==> src/rtl/l1_bus_scheduler.sv <==
// l1_bus_scheduler
//   Arbitrates the L1 requesters (0=DCACHE, 1=DMMU, 2=ICACHE, 3=IMMU) onto one
//   downstream memory request channel. Grants use round-robin. Write bursts are
//   forwarded beat by beat from the granted requester. Read returns are routed
//   back by id. The number of reads in flight is capped at MAX_OUTSTANDING.
//
//   Optional feature macro: L1_SCHED_DCACHE_PRIORITY_EN
//     When defined, requester 0 wins any cycle it is eligible, and that grant
//     leaves the round-robin pointer untouched.
//
// Ports
//   clk, rst_n                     clock; synchronous active-low reset
//   req_valid/addr/rnw/len         per-requester request (len = beats - 1)
//   req_ready                      one-hot accept, combinational, IDLE only
//   wr_valid/wr_data/wr_ready      per-requester write beats
//   mem_req_valid/ready            registered downstream request handshake
//   mem_addr/rnw/len/id            downstream request fields (id = requester)
//   mem_wr_valid/data/ready        forwarded write beats
//   mem_rd_valid/data/id/last      read return from memory
//   rd_valid/rd_data/rd_last       routed read return (one-hot valid)
//
//   Requester ids are 2 bits wide, so NUM_REQ must be in 1..4.
module l1_bus_scheduler #(
   parameter int NUM_REQ         = 4,
   parameter int MAX_OUTSTANDING = 4
) (
   input  logic                  clk,
   input  logic                  rst_n,
   input  logic [NUM_REQ-1:0]    req_valid,
   input  logic [NUM_REQ*32-1:0] req_addr,
   input  logic [NUM_REQ-1:0]    req_rnw,
   input  logic [NUM_REQ*2-1:0]  req_len,
   output logic [NUM_REQ-1:0]    req_ready,
   input  logic [NUM_REQ-1:0]    wr_valid,
   input  logic [NUM_REQ*32-1:0] wr_data,
   output logic [NUM_REQ-1:0]    wr_ready,
   output logic                  mem_req_valid,
   input  logic                  mem_req_ready,
   output logic [31:0]           mem_addr,
   output logic                  mem_rnw,
   output logic [1:0]            mem_len,
   output logic [1:0]            mem_id,
   output logic                  mem_wr_valid,
   output logic [31:0]           mem_wr_data,
   input  logic                  mem_wr_ready,
   input  logic                  mem_rd_valid,
   input  logic [31:0]           mem_rd_data,
   input  logic [1:0]            mem_rd_id,
   input  logic                  mem_rd_last,
   output logic [NUM_REQ-1:0]    rd_valid,
   output logic [31:0]           rd_data,
   output logic                  rd_last
);

   typedef enum logic [1:0] {
      IDLE  = 2'd0,
      REQ   = 2'd1,
      WDATA = 2'd2
   } state_t;

   state_t             state_r, state_nxt_s;
   logic [1:0]         rr_ptr_r;
   logic [2:0]         outst_r;
   logic [1:0]         beat_cnt_r;
   logic               mem_req_valid_r;
   logic [31:0]        mem_addr_r;
   logic               mem_rnw_r;
   logic [1:0]         mem_len_r;
   logic [1:0]         mem_id_r;

   logic [NUM_REQ-1:0] eligible_s;
   logic               rd_room_s;
   logic               grant_found_s;
   logic               pri_grant_s;
   logic [1:0]         winner_s;
   logic [1:0]         scan_idx_s;
   logic               accept_s;
   logic [31:0]        win_addr_s;
   logic               win_rnw_s;
   logic [1:0]         win_len_s;
   logic               sel_wr_valid_s;
   logic [31:0]        sel_wr_data_s;
   logic               req_hs_s;
   logic               wr_hs_s;
   logic               rd_inc_s;
   logic               rd_dec_s;

   // A read is only eligible while there is room for one more read in flight;
   // writes stay eligible so they can get past a saturated read stream.
   always_comb begin
      rd_room_s = (outst_r < 3'(MAX_OUTSTANDING));
      for (int i = 0; i < NUM_REQ; i++) begin
         eligible_s[i] = req_valid[i] & (~req_rnw[i] | rd_room_s);
      end
   end

   // Round-robin search among eligible requesters starting at rr_ptr.
   always_comb begin
      grant_found_s = 1'b0;
      winner_s      = 2'd0;
      pri_grant_s   = 1'b0;
      scan_idx_s    = 2'd0;
      for (int i = 0; i < NUM_REQ; i++) begin
         scan_idx_s = 2'((int'(rr_ptr_r) + i) % NUM_REQ);
         if (!grant_found_s && eligible_s[scan_idx_s]) begin
            grant_found_s = 1'b1;
            winner_s      = scan_idx_s;
         end else begin
            grant_found_s = grant_found_s;
         end
      end
`ifdef L1_SCHED_DCACHE_PRIORITY_EN
      if (eligible_s[0]) begin
         grant_found_s = 1'b1;
         winner_s      = 2'd0;
         pri_grant_s   = 1'b1;
      end else begin
         pri_grant_s   = 1'b0;
      end
`endif
   end

   // Winner request fields, and the latched requester's write beat.
   always_comb begin
      win_addr_s     = 32'd0;
      win_rnw_s      = 1'b0;
      win_len_s      = 2'd0;
      sel_wr_valid_s = 1'b0;
      sel_wr_data_s  = 32'd0;
      for (int i = 0; i < NUM_REQ; i++) begin
         win_addr_s     = (winner_s == 2'(i)) ? req_addr[i*32 +: 32] : win_addr_s;
         win_rnw_s      = (winner_s == 2'(i)) ? req_rnw[i]           : win_rnw_s;
         win_len_s      = (winner_s == 2'(i)) ? req_len[i*2 +: 2]    : win_len_s;
         sel_wr_valid_s = (mem_id_r == 2'(i)) ? wr_valid[i]          : sel_wr_valid_s;
         sel_wr_data_s  = (mem_id_r == 2'(i)) ? wr_data[i*32 +: 32]  : sel_wr_data_s;
      end
   end

   // Handshake-side outputs; all valids/readies are forced low during reset.
   always_comb begin
      accept_s     = (state_r == IDLE) && grant_found_s;
      req_ready    = {NUM_REQ{1'b0}};
      wr_ready     = {NUM_REQ{1'b0}};
      rd_valid     = {NUM_REQ{1'b0}};
      mem_wr_valid = rst_n && (state_r == WDATA) && sel_wr_valid_s;
      mem_wr_data  = sel_wr_data_s;
      rd_data      = mem_rd_data;
      rd_last      = mem_rd_last;
      for (int i = 0; i < NUM_REQ; i++) begin
         req_ready[i] = rst_n & accept_s & (winner_s == 2'(i));
         wr_ready[i]  = rst_n & (state_r == WDATA) & (mem_id_r == 2'(i)) & mem_wr_ready;
         rd_valid[i]  = rst_n & mem_rd_valid & (mem_rd_id == 2'(i));
      end
      req_hs_s = mem_req_valid_r && mem_req_ready;
      wr_hs_s  = mem_wr_valid && mem_wr_ready;
      rd_inc_s = req_hs_s && mem_rnw_r;
      // Returns with nothing outstanding must not underflow the counter.
      rd_dec_s = mem_rd_valid && mem_rd_last && (outst_r != 3'd0);
   end

   // Next-state logic.
   always_comb begin
      state_nxt_s = state_r;
      case (state_r)
         IDLE: begin
            if (accept_s) begin
               state_nxt_s = REQ;
            end else begin
               state_nxt_s = IDLE;
            end
         end
         REQ: begin
            if (req_hs_s) begin
               state_nxt_s = mem_rnw_r ? IDLE : WDATA;
            end else begin
               state_nxt_s = REQ;
            end
         end
         WDATA: begin
            if (wr_hs_s && (beat_cnt_r == 2'd0)) begin
               state_nxt_s = IDLE;
            end else begin
               state_nxt_s = WDATA;
            end
         end
         default: state_nxt_s = IDLE;
      endcase
   end

   // State register.
   always_ff @(posedge clk) begin
      if (!rst_n) begin
         state_r <= IDLE;
      end else begin
         state_r <= state_nxt_s;
      end
   end

   // Downstream request register: loaded on accept, held until handshake.
   always_ff @(posedge clk) begin
      if (!rst_n) begin
         mem_req_valid_r <= 1'b0;
         mem_addr_r      <= 32'd0;
         mem_rnw_r       <= 1'b0;
         mem_len_r       <= 2'd0;
         mem_id_r        <= 2'd0;
      end else if (accept_s) begin
         mem_req_valid_r <= 1'b1;
         mem_addr_r      <= win_addr_s;
         mem_rnw_r       <= win_rnw_s;
         mem_len_r       <= win_len_s;
         mem_id_r        <= winner_s;
      end else if (req_hs_s) begin
         mem_req_valid_r <= 1'b0;
      end
   end

   // Round-robin pointer; a DCACHE priority grant does not advance it.
   always_ff @(posedge clk) begin
      if (!rst_n) begin
         rr_ptr_r <= 2'd0;
      end else if (accept_s && !pri_grant_s) begin
         rr_ptr_r <= 2'((int'(winner_s) + 1) % NUM_REQ);
      end
   end

   // Write beat counter: loaded with len on a write request handshake.
   always_ff @(posedge clk) begin
      if (!rst_n) begin
         beat_cnt_r <= 2'd0;
      end else if (req_hs_s && !mem_rnw_r) begin
         beat_cnt_r <= mem_len_r;
      end else if (wr_hs_s && (beat_cnt_r != 2'd0)) begin
         beat_cnt_r <= beat_cnt_r - 2'd1;
      end
   end

   // Reads in flight; a same-cycle issue and final return cancel out.
   always_ff @(posedge clk) begin
      if (!rst_n) begin
         outst_r <= 3'd0;
      end else begin
         case ({rd_inc_s, rd_dec_s})
            2'b10:   outst_r <= (outst_r < 3'(MAX_OUTSTANDING)) ? outst_r + 3'd1 : outst_r;
            2'b01:   outst_r <= outst_r - 3'd1;
            default: outst_r <= outst_r;
         endcase
      end
   end

   assign mem_req_valid = mem_req_valid_r;
   assign mem_addr      = mem_addr_r;
   assign mem_rnw       = mem_rnw_r;
   assign mem_len       = mem_len_r;
   assign mem_id        = mem_id_r;

endmodule

==> config.mk <==
export PLATFORM = sky130hd
export DESIGN_NAME = l1_bus_scheduler
export DESIGN_NICKNAME = d
export VERILOG_FILES = /design/src/rtl/l1_bus_scheduler.sv
export SDC_FILE = /design/constraint.sdc
export NUM_CORES = 1
export LEC_CHECK = 0
export CAP_MARGIN = 20
export CORE_AREA = 3 3 165 167
export CTS_CLUSTER_SIZE = 12
export DETAILED_ROUTE_END_ITERATION = 16
export DIE_AREA = 0 0 168 170
export PLACE_DENSITY_LB_ADDON = 0.12
export SLEW_MARGIN = 10
export SYNTH_ARGS = -nofsm -noshare
export SYNTH_HDL_FRONTEND = slang
export SYNTH_SLANG_ARGS = --single-unit
==> constraint.sdc <==
create_clock -name clk -period 2.5 [get_ports clk]
set_clock_uncertainty 0.05 [all_clocks]
set_input_delay 0.25 -clock clk [delete_from_list [all_inputs] [get_ports clk]]
set_output_delay 0.25 -clock clk [all_outputs]
set_load 0.005 [all_outputs]
Word level (Yosys, flattened, before mapping)
Index checks and enable logic that the tools add are counted.
{"block": "word_totals", "memories": 0, "word_cells": 142, "latchBits": 0, "rom_bits": 0, "ram_bits": 0, "regBits": 47}
{"block": "op_classes", "n_addsub": 7, "n_eq_ne": 14, "n_mul": 0, "muxes": 47, "bitwise_logic": 31, "div": 0, "shifts": 0, "n_reduce_logical": 29, "order_cmp": 5}
{"operator": "32-bit 2-to-1 mux", "count": 8}
{"operator": "2-bit 2-to-1 mux", "count": 13}
{"operator": "1-bit AND", "count": 23}
{"operator": "1-bit 2-to-1 mux", "count": 19}
{"operator": "2-bit equality test, second input constant", "count": 8}
{"operator": "1-bit logical AND", "count": 14}
{"operator": "2-bit by 3-bit < comparator with 1-bit output, second input constant", "count": 4}
{"operator": "2-bit by 1-bit equality test with 1-bit output, second input constant", "count": 5}
{"operator": "2-bit logical NOT", "count": 5}
{"operator": "1-bit binary-select mux with 2-bit select", "count": 4}
{"operator": "2-bit nonzero test", "count": 4}
{"operator": "2-bit one-hot mux with 3 select lines", "count": 1}
{"operator": "3-bit one-hot mux with 2 select lines", "count": 1}
{"operator": "2-bit by 1-bit adder with 2-bit output, second input constant", "count": 2}
{"operator": "2-bit adder, second input constant", "count": 2}
{"operator": "1-bit logical NOT", "count": 4}
{"operator": "1-bit NOT", "count": 4}
{"operator": "1-bit OR", "count": 4}
{"operator": "3-bit by 1-bit adder with 3-bit output, second input constant", "count": 1}
{"operator": "3-bit < comparator, second input constant", "count": 1}
{"operator": "3-bit 2-to-1 mux", "count": 1}
{"operator": "3-bit nonzero test", "count": 1}
{"operator": "3-bit by 1-bit subtractor with 3-bit output, second input constant", "count": 1}
{"operator": "2-bit != test, second input constant", "count": 1}
{"operator": "other kinds (2)", "count": 2}

Logic depth before layout (Yosys ltp)
{"block": "depth", "word_depth": 20, "depth_mapped": 12, "ltp_nobuf": 10}

Worst setup path before layout
Ideal clock, no wire load.
{"block": "synth_path", "path_kind": "reg2reg", "from": "register outst_r[2]", "to": "register mem_rnw_r (netlist: mem_rnw)", "required_time_ps": 2329, "period_less_slack_ps": 2221, "path_stages_with_launch": 13, "arrival_ps": 2050, "path_slack_ps": 279, "cell_sequence": "dfxtp_1 buf_6 a21boi_2 a21oi_1 o21ai_0 inv_1 ha_1 clkbuf_1 buf_2 a221oi_1 nor3_1 a21oi_1 a21oi_1"}
{"block": "synth_between", "elab_chain_len": 20, "elab_cells_between_ends": 40, "cone_classes": "1 x order compare; 3 x eq/ne; 20 x mux; 8 x bitwise; 8 x reduce/logical"}
{"item": "from (decl)", "line_no": "63", "text": "logic [2:0] outst_r;"}
{"item": "from (signal assigned)", "line_no": "244", "text": "2'b10: outst_r <= (outst_r < 3'(MAX_OUTSTANDING)) ? outst_r + 3'd1 : outst_r;"}
{"item": "from (signal assigned)", "line_no": "245", "text": "2'b01: outst_r <= outst_r - 3'd1;"}
{"item": "from (signal assigned)", "line_no": "246", "text": "default: outst_r <= outst_r;"}
{"item": "3-bit < comparator *", "line_no": "91", "text": "rd_room_s = (outst_r < 3'(MAX_OUTSTANDING));"}
{"item": "1-bit OR", "line_no": "93", "text": "eligible_s[i] = req_valid[i] & (~req_rnw[i] | rd_room_s);"}
{"item": "1-bit AND", "line_no": "93"}
{"item": "1-bit binary-select mux with 2-bit select", "line_no": "105", "text": "if (!grant_found_s && eligible_s[scan_idx_s]) begin"}
{"item": "1-bit 2-to-1 mux (implied by the code)", "line_no": "105"}
{"item": "1-bit 2-to-1 mux", "line_no": "105"}
{"item": "1-bit logical NOT", "line_no": "105"}
{"item": "1-bit logical AND", "line_no": "105"}
{"item": "[... 3 more ...]"}
{"item": "1-bit 2-to-1 mux", "line_no": "105"}
{"item": "1-bit logical NOT", "line_no": "105"}
{"item": "1-bit logical AND", "line_no": "105"}
{"item": "2-bit 2-to-1 mux *", "line_no": "105"}
{"item": "via winner_s[1]", "line_no": "75", "text": "logic [1:0] winner_s;"}
{"item": "2-bit logical NOT", "line_no": "132", "text": "win_rnw_s = (winner_s == 2'(i)) ? req_rnw[i] : win_rnw_s;"}
{"item": "1-bit 2-to-1 mux (3 in series)", "line_no": "132"}
{"item": "1-bit 2-to-1 mux *", "line_no": "132"}
{"item": "to (signal assigned)", "line_no": "210", "text": "mem_rnw_r <= win_rnw_s;"}
{"item": "to (decl)", "line_no": "67", "text": "logic mem_rnw_r;"}
Mark *: on every way through the listed nets, which the timed path passes. The rest lies on a longest branch. The select of a mux whose other input is x is not followed.
A chain may end at the register's enable or synchronous reset.

Worst setup path in the final report
{"block": "layout_path", "from": "input req_rnw[2]", "to": "output req_ready[2]"}
{"block": "layout_between", "elab_chain_len": 18, "elab_cells_between_ends": 29, "cone_classes": "1 x eq/ne; 16 x mux; 5 x bitwise; 7 x reduce/logical"}
{"item": "from (decl)", "line_no": "31", "text": "input logic [NUM_REQ-1:0] req_rnw,"}
{"item": "1-bit NOT *", "line_no": "93"}
{"item": "1-bit OR *", "line_no": "93"}
{"item": "1-bit AND *", "line_no": "93"}
{"item": "1-bit binary-select mux with 2-bit select", "line_no": "105"}
{"item": "1-bit 2-to-1 mux (implied by the code)", "line_no": "105"}
{"item": "1-bit 2-to-1 mux", "line_no": "105"}
{"item": "1-bit logical NOT", "line_no": "105"}
{"item": "1-bit logical AND", "line_no": "105"}
{"item": "[... 2 more ...]"}
{"item": "1-bit logical AND", "line_no": "105"}
{"item": "1-bit 2-to-1 mux", "line_no": "105"}
{"item": "1-bit logical NOT", "line_no": "105"}
{"item": "1-bit logical AND", "line_no": "105"}
{"item": "1-bit 2-to-1 mux", "line_no": "105"}
{"item": "1-bit logical AND", "line_no": "141", "text": "accept_s = (state_r == IDLE) && grant_found_s;"}
{"item": "1-bit AND", "line_no": "150", "text": "req_ready[i] = rst_n & accept_s & (winner_s == 2'(i));"}
{"item": "1-bit AND *", "line_no": "150"}
{"item": "to (decl)", "line_no": "33", "text": "output logic [NUM_REQ-1:0] req_ready,"}
Mark *: on every way between the ends. The rest lies on a longest branch, timed or not. The select of a mux whose other input is x is not followed.

==> results.txt <==
- Hold buffers post-CTS: 0
* Portion of the clock cycle consumed by the worst path in the final layout: 96.7%
* Initial DRC Count: 145
- After clock tree synthesis, the clock-pin slew on the worst setup and hold paths is 0.08 ns.
- Summed over all cells, the static leakage comes to 3.15 nW.
- Combinational logic burns 58.3% of the power.
- Cell internal pwr: 2.65 mW
* GRT Resource Usage Total: 13.6%
* Cell total after placement: 1227
- Sorting the synthesized cells by area gives the leading types as sky130_fd_sc_hd__dfxtp_1, sky130_fd_sc_hd__mux4_2, sky130_fd_sc_hd__nand2_1.
- The most used flip-flop cell after synthesis is sky130_fd_sc_hd__dfxtp_1.
- The number of different library cells used by synthesis comes to 46.
- For this block, wires on met1 add up to 8270 microns.
* Y dimension of the die: 170 microns
- From left edge to right edge, the die measures 168 microns.
* Clock latency on the worst-skew pair: 0.30 ns
* Std cell rows: 59
* Sequential share of the synthesized area: 22.0%
* Final Hold Fails: 0
- Post-synthesis register bit count: 47
* Tot Pwr: 4.11 mW
- The critical path is of the input pin to output port type.
- Maximum number of pins on one net before global-route repair: 47
* Worst path arrival time: 2.12 ns
- In this run the tightest slew margin relative to its limit is 67.9%.
- Core ar.: 25900 sq um
- Commonest non-fill, non-tap cell in the layout: sky130_fd_sc_hd__clkdlybuf4s50_1
- Yosys printed 0 warnings.
* Highest ir drop seen on vdd: 0.265 mV
- Worst Hold Margin: 0.441 ns
* Setup_tns: 0 ns
- After routing the design area is 8550 sq um.
* Cell taking the most area after synthesis: sky130_fd_sc_hd__dfxtp_1
- The number of nets in the synthesized netlist is 884.
* Drt via density: 4.23
- Detailed routing placed a total of 10500 microns of wire on met2.
- Post-route ant nets: 0
* Min Clock Period, post-route: 2.42 ns
- Number of global-route vias before repair: 5190
* Netlist Area Pre-Place: 4270 sq um
* TritonRoute pass-1 iters: 4
* Area share of the largest cell type after synthesis: 22.0%
- STA classifies the critical path startpoint as an input pin.
- The clock network is responsible for 18.1% of the overall power.
- STA classifies the critical path endpoint as an output port.
* Number of top-level pins: 432
* Vias: 5239
- WL per Instance: 17.0 microns
* Result of the run: finished, final reports clean
* Unrepaired setup endpoints after global routing: false
* Synth-to-Final Area Change: 100%
- Number of max-capacitance violations reported: 0
- Final HPWL DP: 17300 microns
* Largest buffer count on any clock path: 2
* Count of nets after finishing: 1224
* Maximum frequency from static timing analysis: 0.414 GHz
- Timing analysis after detailed placement gives a worst setup slack of -0.362 ns.
* Clock tree root buffer cell: sky130_fd_sc_hd__clkbuf_16
- Post-Route WL: 21000 microns
- Of the total power, the share spent switching nets is 35.4%.
- TritonCTS buffer count: 5
- At the pin with the least slew margin, the transition time is 0.481 ns.
* Highest routed layer: met4
* Clock tree from TritonCTS: built
- EDFF count, synth: 0
* CTS H-tree depth: 2
- The congestion estimate from routability-driven global placement came to 0.754.
- Most frequent cells in the layout: sky130_fd_sc_hd__clkdlybuf4s50_1, sky130_fd_sc_hd__nand2_1, sky130_fd_sc_hd__o21ai_0
* Global-route wire length before repair: 30400 microns
- The final count of pins violating max slew came to 0.
- At the end of the flow the core is filled with cells to 33.0%.
* Power dissipated by switching net loads: 1.45 mW
- The initial antenna violation count came to 0.
* CP required: 2.20 ns
- Fillers: 2765
- The clock net in this run drives a total of 47 sinks.
* Fraction of registers with async set or reset after synthesis: 0%
- Remaining design rule violation count: 0
* Met3 Routed Length: 2020 microns
- Post-route worst setup slack: 0.0835 ns
* Layout Cells excl Fill: 1238
* Placed Area: 8270 sq um
- Global route total overflow: 0
- Post-synthesis cell count: 562
* Share of layout cells above drive strength 1: 13.0%
- Buffers placed on the I/O ports in this run total 367.
* Max FO, Critical Path: 3
* Initial core utilization: 16.5%
- A synthesized cell averages 7.61 sq um.
- Number of failing setup endpoints in the final timing report: 0
- The number of antenna diodes in the final layout is 0.
* Fraction of power consumed by sequential logic: 23.5%
- Pwr Density: 481 nW/um^2
* DIE AREA: 28600 sq um
- Kind of path behind the tightest hold check: register to register
==> cells by family (layout without fill, tap and decap cells) <==
logic type	Yosys count	count (layout)	share of synthesized area, %
AOI/OAI and AO/OA	199	199	26.8
buffers and inverters	124	465	15.6
and+or+nand+nor	150	150	15.6
DFF	47	47	22.0
muxes	34	34	17.6
xor gates and xnor gates	2	2	0.410
adders and majority gates	6	6	1.93
==> Yosys cell counts (3+ instances only) <==
library cell and count:
sky130_fd_sc_hd__o21ai_0 66, sky130_fd_sc_hd__nor3_1 5, sky130_fd_sc_hd__nand2_1 104, sky130_fd_sc_hd__clkbuf_1 30, sky130_fd_sc_hd__dfxtp_1 47, sky130_fd_sc_hd__nand2b_1 4, sky130_fd_sc_hd__nor2_1 5, sky130_fd_sc_hd__a221oi_1 3
sky130_fd_sc_hd__inv_1 40, sky130_fd_sc_hd__nand3b_1 3, sky130_fd_sc_hd__a21oi_1 42, sky130_fd_sc_hd__buf_6 7, sky130_fd_sc_hd__buf_4 36, sky130_fd_sc_hd__buf_2 10, sky130_fd_sc_hd__nor3b_1 4, sky130_fd_sc_hd__a31oi_1 32
sky130_fd_sc_hd__nor2b_1 9, sky130_fd_sc_hd__o21ai_1 36, sky130_fd_sc_hd__nand3_1 3, sky130_fd_sc_hd__mux4_2 33, sky130_fd_sc_hd__and3_1 7, sky130_fd_sc_hd__ha_1 5
==> worst max-delay path, cell delays in order <==
cell,delay [ns]
sky130_fd_sc_hd__clkdlybuf4s50_1,0.42
sky130_fd_sc_hd__a21bo_1,0.22
sky130_fd_sc_hd__or3_4,0.34
sky130_fd_sc_hd__o211ai_4,0.12
sky130_fd_sc_hd__buf_6,0.14
sky130_fd_sc_hd__buf_6,0.09
sky130_fd_sc_hd__ha_4,0.14
sky130_fd_sc_hd__and3_4,0.18
sky130_fd_sc_hd__clkdlybuf4s15_1,0.21
==> registers in the layout, summed over array words and instances (netlist names) <==
| register | count |
|---|---|
| beat_cnt_r | 2 |
| mem_addr | 32 |
| mem_id | 2 |
| mem_len | 2 |
| mem_req_valid | 1 |
| mem_rnw | 1 |
| outst_r | 3 |
| rr_ptr_r | 2 |
| state_r | 2 |
==> area by class of cell <==
cell class | count | area, sq um | share of cell area (%)
clock buffers | 5 | 125 | 1.46
clock inverters | 3 | 27.5 | 0.322
inverters | 40 | 150 | 1.76
multi-input cells | 391 | 2760 | 32.3
flip-flops and latches | 47 | 947 | 11.1
well taps | 335 | 419 | 4.90
repair buffers | 417 | 4120 | 48.1
==> routing by layer <==
| layer | global-route usage, % | vias up |
|---|---|---|
| li1 | - | 2650 |
| met1 | 15.6 | 2337 |
| met2 | 24.5 | 233 |
| met3 | 4.95 | 19 |
| met4 | 2.63 | 0 |
| met5 | 0 | - |
==> power by group through the flow <==
stage | Clock [mW] | Sequential (mW) | Combinational [mW]
4_1_cts | 0.802 | 0.968 | 2.44
5_1_grt | 0.820 | 0.985 | 2.66
3_5_place_dp | 0 | 0.982 | 2.37
2_1_floorplan | 0 | 0.969 | 1.08
3_3_place_gp | 0 | 0.984 | 2.38
6_report | 0.745 | 0.967 | 2.40
==> final timing paths <==
path              depth (start not counted)      endpoint       start  slack [ns]
setup / recovery                          9  req_ready[2]  req_rnw[2]        0.08
hold / removal                            1    state_r[0]  state_r[1]        0.44
setup reg to reg                         11  mem_addr[13]  outst_r[2]        0.15
hold reg to reg                           1    state_r[0]  state_r[1]        0.44
==> repair_timing <==
item | 4_1_cts | 5_1_grt
buffers inserted | 3 | 0
setup endpoints to repair | 5 | 33
resized for setup | 24 | 11
pin swaps | 1 | 1
Note: power is estimated with default switching activity, not from simulation.
